File: src/rtl/serpent_round_ctrl_if.sv
// Handshake and datapath bundle between the Serpent round controller and its environment:
// block/key sourcing, the shared external S-box datapath, and the result.
interface serpent_round_ctrl_if;
  logic         i_start;
  logic [127:0] i_block;
  logic [5:0]   o_key_idx;
  logic [127:0] i_round_key;
  logic         i_key_valid;
  logic [31:0]  o_sbox_word0;
  logic [31:0]  o_sbox_word1;
  logic [31:0]  o_sbox_word2;
  logic [31:0]  o_sbox_word3;
  logic [2:0]   o_sbox_index;
  logic [127:0] i_sbox_data;
  logic         o_busy;
  logic         o_done;
  logic [127:0] o_data;

  modport master (
    output i_start, i_block, i_round_key, i_key_valid, i_sbox_data,
    input  o_key_idx, o_sbox_word0, o_sbox_word1, o_sbox_word2, o_sbox_word3,
    input  o_sbox_index, o_busy, o_done, o_data
  );

  modport slave (
    input  i_start, i_block, i_round_key, i_key_valid, i_sbox_data,
    output o_key_idx, o_sbox_word0, o_sbox_word1, o_sbox_word2, o_sbox_word3,
    output o_sbox_index, o_busy, o_done, o_data
  );
endinterface

File: src/rtl/serpent_round_ctrl.sv
// Iterative Serpent encryption controller: one round per cycle using an external S-box
// datapath, with per-round key requests that may stall on i_key_valid.
module serpent_round_ctrl (
  input  logic i_clk,
  input  logic i_rst_n,
  serpent_round_ctrl_if.slave bus
);

  localparam logic [1:0] StIdle  = 2'd0;
  localparam logic [1:0] StRound = 2'd1;
  localparam logic [1:0] StFinal = 2'd2;
  localparam logic [1:0] StDone  = 2'd3;

  logic [1:0]   st_q, st_d;
  logic [5:0]   r_q, r_d;
  logic [127:0] state_q, state_d;
  logic [127:0] data_q, data_d;
  logic [127:0] mix;

  function automatic logic [127:0] lin_trans(input logic [127:0] x);
    logic [31:0] x0, x1, x2, x3;
    x0 = x[31:0];
    x1 = x[63:32];
    x2 = x[95:64];
    x3 = x[127:96];
    x0 = {x0[18:0], x0[31:19]};
    x2 = {x2[28:0], x2[31:29]};
    x1 = x1 ^ x0 ^ x2;
    x3 = x3 ^ x2 ^ (x0 << 3);
    x1 = {x1[30:0], x1[31]};
    x3 = {x3[24:0], x3[31:25]};
    x0 = x0 ^ x1 ^ x3;
    x2 = x2 ^ x3 ^ (x1 << 7);
    x0 = {x0[26:0], x0[31:27]};
    x2 = {x2[9:0], x2[31:10]};
    return {x3, x2, x1, x0};
  endfunction

  assign mix = state_q ^ bus.i_round_key;

  always_comb begin
    st_d    = st_q;
    r_d     = r_q;
    state_d = state_q;
    data_d  = data_q;
    unique case (st_q)
      StIdle: begin
        if (bus.i_start) begin
          state_d = bus.i_block;
          r_d     = 6'd0;
          st_d    = StRound;
        end
      end
      StRound: begin
        if (bus.i_key_valid) begin
          // Last round skips the linear transform; the final key is mixed in FINAL.
          if (r_q == 6'd31) begin
            state_d = bus.i_sbox_data;
            st_d    = StFinal;
          end else begin
            state_d = lin_trans(bus.i_sbox_data);
            r_d     = r_q + 6'd1;
          end
        end
      end
      StFinal: begin
        if (bus.i_key_valid) begin
          data_d = mix;
          st_d   = StDone;
        end
      end
      StDone: st_d = StIdle;
      default: st_d = StIdle;
    endcase
  end

  always_ff @(posedge i_clk or negedge i_rst_n) begin
    if (!i_rst_n) begin
      st_q    <= StIdle;
      r_q     <= 6'd0;
      state_q <= '0;
      data_q  <= '0;
    end else begin
      st_q    <= st_d;
      r_q     <= r_d;
      state_q <= state_d;
      data_q  <= data_d;
    end
  end

  always_comb begin
    bus.o_key_idx    = 6'd0;
    bus.o_sbox_word0 = '0;
    bus.o_sbox_word1 = '0;
    bus.o_sbox_word2 = '0;
    bus.o_sbox_word3 = '0;
    bus.o_sbox_index = 3'd0;
    if (st_q == StRound) begin
      bus.o_key_idx    = r_q;
      bus.o_sbox_word0 = mix[31:0];
      bus.o_sbox_word1 = mix[63:32];
      bus.o_sbox_word2 = mix[95:64];
      bus.o_sbox_word3 = mix[127:96];
      bus.o_sbox_index = r_q[2:0];
    end else if (st_q == StFinal) begin
      bus.o_key_idx = 6'd32;
    end
  end

  assign bus.o_busy = (st_q != StIdle);
  assign bus.o_done = (st_q == StDone);
  assign bus.o_data = data_q;

endmodule
File: src/flat_wrapper.sv
// flat-port wrapper written by rule: the top's interface ports become plain ports
module serpent_round_ctrl_flat 
  (i_clk, i_rst_n, bus_i_start, bus_i_block, bus_i_round_key, bus_i_key_valid, bus_i_sbox_data, bus_o_key_idx, bus_o_sbox_word0, bus_o_sbox_word1, bus_o_sbox_word2, bus_o_sbox_word3, bus_o_sbox_index, bus_o_busy, bus_o_done, bus_o_data);
  serpent_round_ctrl_if bus_i ();
  input  logic i_clk;
  input  logic i_rst_n;
  input wire logic [$bits(bus_i.i_start)-1:0] bus_i_start;
  input wire logic [$bits(bus_i.i_block)-1:0] bus_i_block;
  input wire logic [$bits(bus_i.i_round_key)-1:0] bus_i_round_key;
  input wire logic [$bits(bus_i.i_key_valid)-1:0] bus_i_key_valid;
  input wire logic [$bits(bus_i.i_sbox_data)-1:0] bus_i_sbox_data;
  output wire logic [$bits(bus_i.o_key_idx)-1:0] bus_o_key_idx;
  output wire logic [$bits(bus_i.o_sbox_word0)-1:0] bus_o_sbox_word0;
  output wire logic [$bits(bus_i.o_sbox_word1)-1:0] bus_o_sbox_word1;
  output wire logic [$bits(bus_i.o_sbox_word2)-1:0] bus_o_sbox_word2;
  output wire logic [$bits(bus_i.o_sbox_word3)-1:0] bus_o_sbox_word3;
  output wire logic [$bits(bus_i.o_sbox_index)-1:0] bus_o_sbox_index;
  output wire logic [$bits(bus_i.o_busy)-1:0] bus_o_busy;
  output wire logic [$bits(bus_i.o_done)-1:0] bus_o_done;
  output wire logic [$bits(bus_i.o_data)-1:0] bus_o_data;
  assign bus_i.i_start = bus_i_start;
  assign bus_i.i_block = bus_i_block;
  assign bus_i.i_round_key = bus_i_round_key;
  assign bus_i.i_key_valid = bus_i_key_valid;
  assign bus_i.i_sbox_data = bus_i_sbox_data;
  assign bus_o_key_idx = bus_i.o_key_idx;
  assign bus_o_sbox_word0 = bus_i.o_sbox_word0;
  assign bus_o_sbox_word1 = bus_i.o_sbox_word1;
  assign bus_o_sbox_word2 = bus_i.o_sbox_word2;
  assign bus_o_sbox_word3 = bus_i.o_sbox_word3;
  assign bus_o_sbox_index = bus_i.o_sbox_index;
  assign bus_o_busy = bus_i.o_busy;
  assign bus_o_done = bus_i.o_done;
  assign bus_o_data = bus_i.o_data;
  serpent_round_ctrl u_core (.i_clk(i_clk), .i_rst_n(i_rst_n), .bus(bus_i));
endmodule
File: config.mk
export PLATFORM = sky130hd
export DESIGN_NAME = serpent_round_ctrl_flat
export DESIGN_NICKNAME = d
export VERILOG_FILES = /design/src/rtl/serpent_round_ctrl_if.sv /design/src/rtl/serpent_round_ctrl.sv /design/src/flat_wrapper.sv
export SDC_FILE = /design/constraint.sdc
export NUM_CORES = 1
export LEC_CHECK = 0
export CORE_AREA = 2 2 256 258
export DETAILED_ROUTE_END_ITERATION = 8
export DIE_AREA = 0 0 258 260
export SLEW_MARGIN = 40
export SYNTH_ARGS = -nofsm -noshare
export SYNTH_HDL_FRONTEND = slang
export SYNTH_SLANG_ARGS = --single-unit
File: constraint.sdc
create_clock -name i_clk -period 3.8 [get_ports i_clk]
set_input_delay 0.38 -clock i_clk [delete_from_list [all_inputs] [get_ports i_clk]]
set_output_delay 0.38 -clock i_clk [all_outputs]
set_load 0.01 [all_outputs]
==> metrics.md, run 1 <==
| Metric | Value |
|---|---|
| Status | finished clean |
| Gate power share | 54.0% |
| Util after Layout | 39.9% |
| Gp weighted congestion | a little over 0.9 |
| Slew of the pin with the lowest slew margin | 0.881 ns |
| Seq pwr share | 28.2% |
| Slowest cell on crit path | buf_4 |
| Worst R2R Setup Slack | 0.97 ns |
| Maximum clock path buffer count | 3 |
| CP Capture Type | output port |
| Setup Viol. Count Final | 0 |
| First-pass GRT wire length | 122,000 um |
| Clock Pin Slew Worst Setup and Hold Paths | 0.06 ns |
| Cells along the critical path | inv_1 > ha_4 > buf_4 > mux2_2 > clkdlybuf4s50_1 |
| Core area | 64,100 um2 |
| CP bufs+invs | 3 |
| Die H | 260 um |
| Period minus WS final | 3.12 ns |
| Starting Density | 26.4% |
| P_leak | ~11 nW |
| Num rows | 93 |
| Port Buffer Count | around 650 |
| Mapped Nets | between 1.5k and 2k |
| HPWL after detailed placement | 68,800 um |
| Top FF cell, synth | dfrtp_1 |
| Critical path's largest stage delay | between 0.5 and 0.6 ns |
| Fin crit share | 82.2% |
| Clock Skews | 0.0171 ns |
| H-Tree Level Count | 2 |
| Fin worst setup slack | 0.676 ns |
| DRC errors left | 0 |
| Arrival time worst endpoint | 2.74 ns |
| Number of global-route vias before repair | approximately 16k |
| Routed WL per cell | between 20 and 30 um |
| Worst Setup Start Kind | register |
| Worst setup path category | register to output port |
| Setup Buffers After CTS | 0 |
| Total GRT Usage | 25.5% |
| Commonest non-fill, non-tap cell in the layout | clkdlybuf4s50_1 |
| Hold Crit Class | input pin to asynchronous set/reset pin |
| TritonCTS clock tree | built |
| Count of cell types in the netlist | 44 |
| Max Clk Rate | 320 MHz |
| Via Count | 15.1k |
| Max-slew violation count | 0 |
| Fraction of layout cells with a size suffix above 1 | 10.9% |
| CP required | 3.42 ns |
| Initial antenna violation count | 24 |
| Layout overhead on the synthesized area | 51.2% |
| Mapped Area | between 15,000 and 20,000 um2 |
| # IOs | 655 |
| Crit-path max FO | 72 |
| Max cap viols | 0 |
| Clock Latency Late Sink | 0.55 ns |
| Antenna Violating Nets Remaining | 0 |
| Clk sinks | 264 |
| Async SR Flop Fraction | 100% |
| Family with the most delay on the worst path | buffers and inverters |
| Setup TNS | 0 ns |
| Sw Share | 40.1% |
| Vias/cell | approximately 4.9 |
| Seq/Total Area, Yosys | about two fifths |
| PwrDens | around 760 nW/um2 |
| Die footprint | 67,100 um2 |
| Most frequent cells in the layout | 653 x clkdlybuf4s50_1, 264 x dfrtp_1, 133 x and2_1 |
| Syn. warnings | 0 |
| Routed WL | 87,900 um |
| Grt ovf | 0 |
| Synth Area per Inst | 10.9 um2 |
| Die Span X | 258 um |
| Unrepaired setup endpoints after global routing | no |
| Syn Inst Count | around 1.5k |
| Switching pwr | 7.77 mW |
| #FFs+latches synth | 264 |
| Area post-placement | 24,400 um2 |
| First-pass DRT Iterations | 5 |
| Post-route cell area | 25,600 um2 |
| Iteration-0 DRC Markers | 959 |
| Internal power | 11.6 mW |
| TritonCTS Buffers | 36 |
| Max VDD drop | 380 uV |
| Worst slew margin | approximately 41% |
| Final nets | 2,545 |
| Post-Place Worst Slack | 0.982 ns |
| Maximum number of pins on one net before global-route repair | approximately 140 |
| Root Driver | clkbuf_16 |
| Clock network power share | 17.8% |
| Final hold vios | 0 |
| Post-synth EDFFs | 0 |
| Power, Total | 19.4 mW |
==> cell families after synthesis <==
group	synth area share (%)
fa+ha+maj	0.444
simple gates	11.0
xor+xnor	23.1
flops	39.0
compound gates	14.3
buf+inv	3.36
mux	8.79
==> cells in the mapped netlist (41+ instances only) <==
library cell	count	area, um2
buf_2	52	260
nand2_1	120	450
dfrtp_1	264	6610
a21oi_1	122	611
xnor3_1	61	1370
xor2_1	131	1150
o21ai_0	115	576
xor3_1	51	1210
a221oi_1	41	359
mux2_2	130	1460
and2_1	134	838
nor2_1	71	267
a211oi_1	56	420
clkbuf_1	54	203
==> worst register-to-register path, delay by kind of cell, from the launching register on <==
kind	cells	cell delay, ns
and+or+nand+nor	3	1.21
DFF	1	0.43
buffers and inverters	2	0.54
AOI/OAI and AO/OA	1	0.27
adders and majority gates	1	0.27
==> flip-flops by register name (all words and copies together) (netlist names) <==
| name | cells |
|---|---|
| u_core.bus.o_data | 128 |
| u_core.state_q | 128 |
| u_core.r_q | 6 |
| u_core.st_q | 2 |
==> path summary, 6_finish.rpt <==
kind                                                   start                                  to  cells after the start
setup / recovery                  u_core.st_q[1]$_DFFE_PN0P_                    bus_o_key_idx[5]                      5
hold / removal                                       i_rst_n  u_core.bus.o_data[116]$_DFFE_PN0P_                      2
setup reg to reg                  u_core.st_q[0]$_DFFE_PN0P_      u_core.state_q[40]$_DFFE_PN0P_                      7
hold reg to reg            u_core.bus.o_data[16]$_DFFE_PN0P_   u_core.bus.o_data[16]$_DFFE_PN0P_                      1
max in group asynchronous                            i_rst_n   u_core.bus.o_data[16]$_DFFE_PN0P_                      3
min in group i_clk                           bus_i_block[46]      u_core.state_q[46]$_DFFE_PN0P_                      3
==> per-layer routing <==
metal	wire (um)	vias up	track usage, %
met4	2410	18	8.25
li1	-	6707	-
met3	6390	121	6.51
met2	43200	697	43.7
met1	35800	7524	31.4
met5	125	-	0
==> through the flow <==
step / std cells / hold slack (ns)
after floorplan: 1549 / 0.0844
after global placement: 2967 / 0.431
after detailed placement: 2967 / 0.434
after CTS: 3032 / 0.429
after global routing: 3043 / 0.475
final: 3045 / 0.449
==> area by class of cell <==
type	instances	area, um2
Fill cell	6257	38500
Multi-Input combinational cell	1162	9800
Timing Repair Buffer	681	6880
Sequential cell	264	6610
Tap cell	855	1070
Clock buffer	50	1040
Clock inverter	14	126
Antenna cell	13	32.5
Inverter	6	25.0
==> power by group through the flow <==
stage | Clock, mW | Combinational (mW) | Sequential [mW]
floorplan | 0 | 5.32 | 5.39
global placement | 0 | 10.4 | 5.47
detailed placement | 0 | 10.5 | 5.53
CTS | 3.56 | 10.6 | 5.50
global route | 3.66 | 11.3 | 5.62
finish | 3.45 | 10.5 | 5.47
==> repair_timing <==
item | in CTS | in global routing
hold buffers | 1 | 0
hold endpoints to repair | 76 | 0
gates resized for setup | 0 | 0
setup endpoints to repair | 0 | 0
No activity file was read; power rests on OpenSTA's default activity.
==> run 2: changes to the inputs <==
--- a/config.mk
+++ b/config.mk
@@ -5,9 +5,9 @@
 export SDC_FILE = /design/constraint.sdc
 export NUM_CORES = 1
 export LEC_CHECK = 0
-export CORE_AREA = 2 2 256 258
+export CORE_AREA = 2 2 253 255
 export DETAILED_ROUTE_END_ITERATION = 8
-export DIE_AREA = 0 0 258 260
+export DIE_AREA = 0 0 255 257
 export SLEW_MARGIN = 40
 export SYNTH_ARGS = -nofsm -noshare
 export SYNTH_HDL_FRONTEND = slang
==> constraint.sdc (replaced) <==
create_clock -name i_clk -period 2.7 [get_ports i_clk]
set_input_delay 0.27 -clock i_clk [delete_from_list [all_inputs] [get_ports i_clk]]
set_output_delay 0.27 -clock i_clk [all_outputs]
set_load 0.01 [all_outputs]
==> run 2 against run 1 <==
Compared with the run above:
- non-clock buffer count grew 61
- worst hold slack worse by 0.15 ns
- register-to-register slack worse by 0.89 ns
- sequential power up 43%
- utilization increased by 2.1 points
- count of clock-buffer cells in the layout is 2 higher
- clock skew up 0.0014 ns
- critical endpoint is now bus_o_sbox_word0[13]
- largest cell class unchanged
==> metrics.md, run 2 (synthesized netlist as in run 1, its figures left out) <==
| Metric | Value |
|---|---|
| Routed WL per cell | 29.6 um (+2.6%) |
| Slew of the pin with the lowest slew margin | 0.751 ns (-0.130 ns) |
| TritonCTS clock tree | built |
| Vias/cell | 5.01 (+1.2%) |
| DRC errors left | 0 (unchanged) |
| Fraction of layout cells with a size suffix above 1 | 13.5% (+2.6 points) |
| Filler Cell Count | 6,007 (-4.0%) |
| Max cap viols | 0 (unchanged) |
| CP required | 2.43 ns (-0.99 ns) |
| PwrDens | 1090 nW/um2 (+44%) |
| Commonest non-fill, non-tap cell in the layout | clkdlybuf4s50_1 |
| Iteration-0 DRC Markers | 1,130 (+18%) |
| Clk sinks | 264 (unchanged) |
| Clock network power share | 18.5% (+0.7 points) |
| Gate power share | 54.3% (+0.3 points) |
| Clock Latency Late Sink | 0.56 ns (about the same) |
| Final hold slack | 0.301 ns (-0.148 ns) |
| Internal power | 17.2 mW (+48%) |
| Setup Viol. Count Final | 0 (unchanged) |
| Fin worst setup slack | 0.0439 ns (-0.632 ns) |
| Routed WL | 91,800 um (+4.4%) |
| Max-slew violation count | 0 (unchanged) |
| Number of global-route vias before repair | 16.4k (+2.8%) |
| Layout overhead on the synthesized area | 55.7% |
| Num rows | 92 (-1.1%) |
| Final hold vios | 0 (unchanged) |
| Power, Total | 28.7 mW (+48%) |
| Die footprint | 65,500 um2 (-2.3%) |
| Status | finished clean |
| Port Buffer Count | 654 (unchanged) |
| HPWL after detailed placement | 72,900 um (+6.0%) |
| Antenna Violating Nets Remaining | 0 (unchanged) |
| Core area | 62,700 um2 (-2.2%) |
| Max Clk Rate | 376 MHz |
| Most frequent cells in the layout | 640 x clkdlybuf4s50_1, 264 x dfrtp_1, 131 x xor2_1 |
| Die H | 257 um (-1.2%) |
| Multi-input logic area | 9810 um2 (+0.10%) |
| Crit-path max FO | 19 (-74%) |
| Total GRT Usage | 27.5% (+2.0 points) |
| Starting Density | 27.0% (+0.58 points) |
| Initial antenna violation count | 33 (+38%) |
| H-Tree Level Count | 2 (unchanged) |
| Root Driver | clkbuf_16 |
| Sw Share | 40.0% (-0.044 points) |
| # IOs | 655 (unchanged) |
| TritonCTS Buffers | 37 (+2.8%) |
| Seq pwr share | 27.2% (-1.0 points) |
| Hold Crit Class | input pin to asynchronous set/reset pin |
| Worst setup path category | register to output port |
| Post-Place Worst Slack | 0.145 ns (-0.837 ns) |
| Period minus WS final | 2.66 ns |
| Via Count | 15.5k (+2.9%) |
| CP Capture Type | output port |
| Area post-placement | 24,800 um2 (+1.9%) |
| Maximum clock path buffer count | 3 (unchanged) |
| Switching pwr | 11.5 mW (+48%) |
| Final non-filler cell total | 3,096 (+1.7%) |
| Register area | 6610 um2 (unchanged) |
| Worst Setup Start Kind | register |
| Arrival time worst endpoint | 2.39 ns (-0.35 ns) |
| Fin crit share | a little over nine tenths |
| Max VDD drop | 624 uV (+64%) |
| Worst slew margin | 49.6% (+8.7 points) |
| First-pass GRT wire length | 127,000 um (+4.2%) |
| Clock Skews | 0.0185 ns (+0.00141 ns) |
| Gp weighted congestion | 0.921 (+0.43%) |
| Die Span X | 255 um (-1.2%) |
| Grt ovf | 0 (unchanged) |
| Post-route cell area | 26,300 um2 (+3.0%) |
| Maximum number of pins on one net before global-route repair | 128 (-5.9%) |
| Final nets | 2,607 (+2.4%) |
| Clock Pin Slew Worst Setup and Hold Paths | 0.06 ns (about the same) |
| First-pass DRT Iterations | 5 (unchanged) |
| P_leak | 11.3 nW (+5.4%) |
| Placed Cells | 3,011 (+1.5%) |
## run 2: changes by cell type in the layout (fill, tap and decap cells not counted), sizes merged
| cell | delta |
|---|---|
| buf | +60 |
| bufbuf | +2 |
| bufinv | +4 |
| clkbuf | +2 |
| clkdlybuf4s50 | -13 |
| clkinv | -7 |
| diode | +1 |
| dlygate4sd2 | +2 |
| dlymetal6s2s | +10 |
| inv | -1 |
## run 2: through the flow
step	utilization (%)	setup TNS, ns
floorplan	-	0
global placement	39.5	0
detailed placement	39.6	0
CTS	41.8	0
global route	42.0	-0.00404
finish	42.0	0
## run 2: worst paths after layout
kind | slack, ns | from | depth (start not counted) | end
hold / removal | 0.30 | i_rst_n | 2 | u_core.bus.o_data[118]$_DFFE_PN0P_
setup / recovery | 0.04 | u_core.st_q[1]$_DFFE_PN0P_ | 6 | bus_o_sbox_word0[13]
hold reg to reg | 0.50 | u_core.state_q[97]$_DFFE_PN0P_ | 2 | u_core.state_q[97]$_DFFE_PN0P_
max in group asynchronous | 1.55 | i_rst_n | 3 | u_core.bus.o_data[74]$_DFFE_PN0P_
setup reg to reg | 0.08 | u_core.st_q[1]$_DFFE_PN0P_ | 9 | u_core.state_q[69]$_DFFE_PN0P_
min in group i_clk | 0.34 | bus_i_block[62] | 3 | u_core.state_q[62]$_DFFE_PN0P_
## run 2: cell type report
cell class,count,area share (%)
diodes,14,0.133
clock buffers,52,4.03
clock inverters,10,0.784
inverters,6,0.0950
multi-input cells,1162,37.2
flip-flops and latches,264,25.1
well taps,846,4.02
repair buffers,742,28.6
## run 2: power groups by stage
stage	Sequential [mW]	Clock, mW	Combinational, mW
after floorplan	7.58	0	7.49
after global placement	7.78	0	15.0
after detailed placement	7.86	0	15.3
after CTS	7.81	5.44	15.7
after global routing	8.00	5.59	16.8
final	7.80	5.31	15.6
## run 2: layer usage
metal,part of all wire (%),up-vias,track usage [%]
met3,7.9,151,6.87
met5,0.19,-,0
li1,-,6823,-
met4,3.6,26,9.73
met2,49,738,47.2
met1,39,7766,33.3
## run 2: worst max-delay path, cell delays in order (launching register included)
cell	delay [ns]
dfrtp_1	0.42
inv_2	0.11
ha_4	0.21
buf_4	0.14
bufbuf_16	0.29
and2_1	0.14
clkdlybuf4s50_1	0.53
## run 2: timing repair
action,CTS,global route
setup buffers,3,2
hold endpoints to repair,68,0
gates resized for setup,11,14
gates cloned,3,0
setup endpoints to repair,82,33
hold buffers,1,0
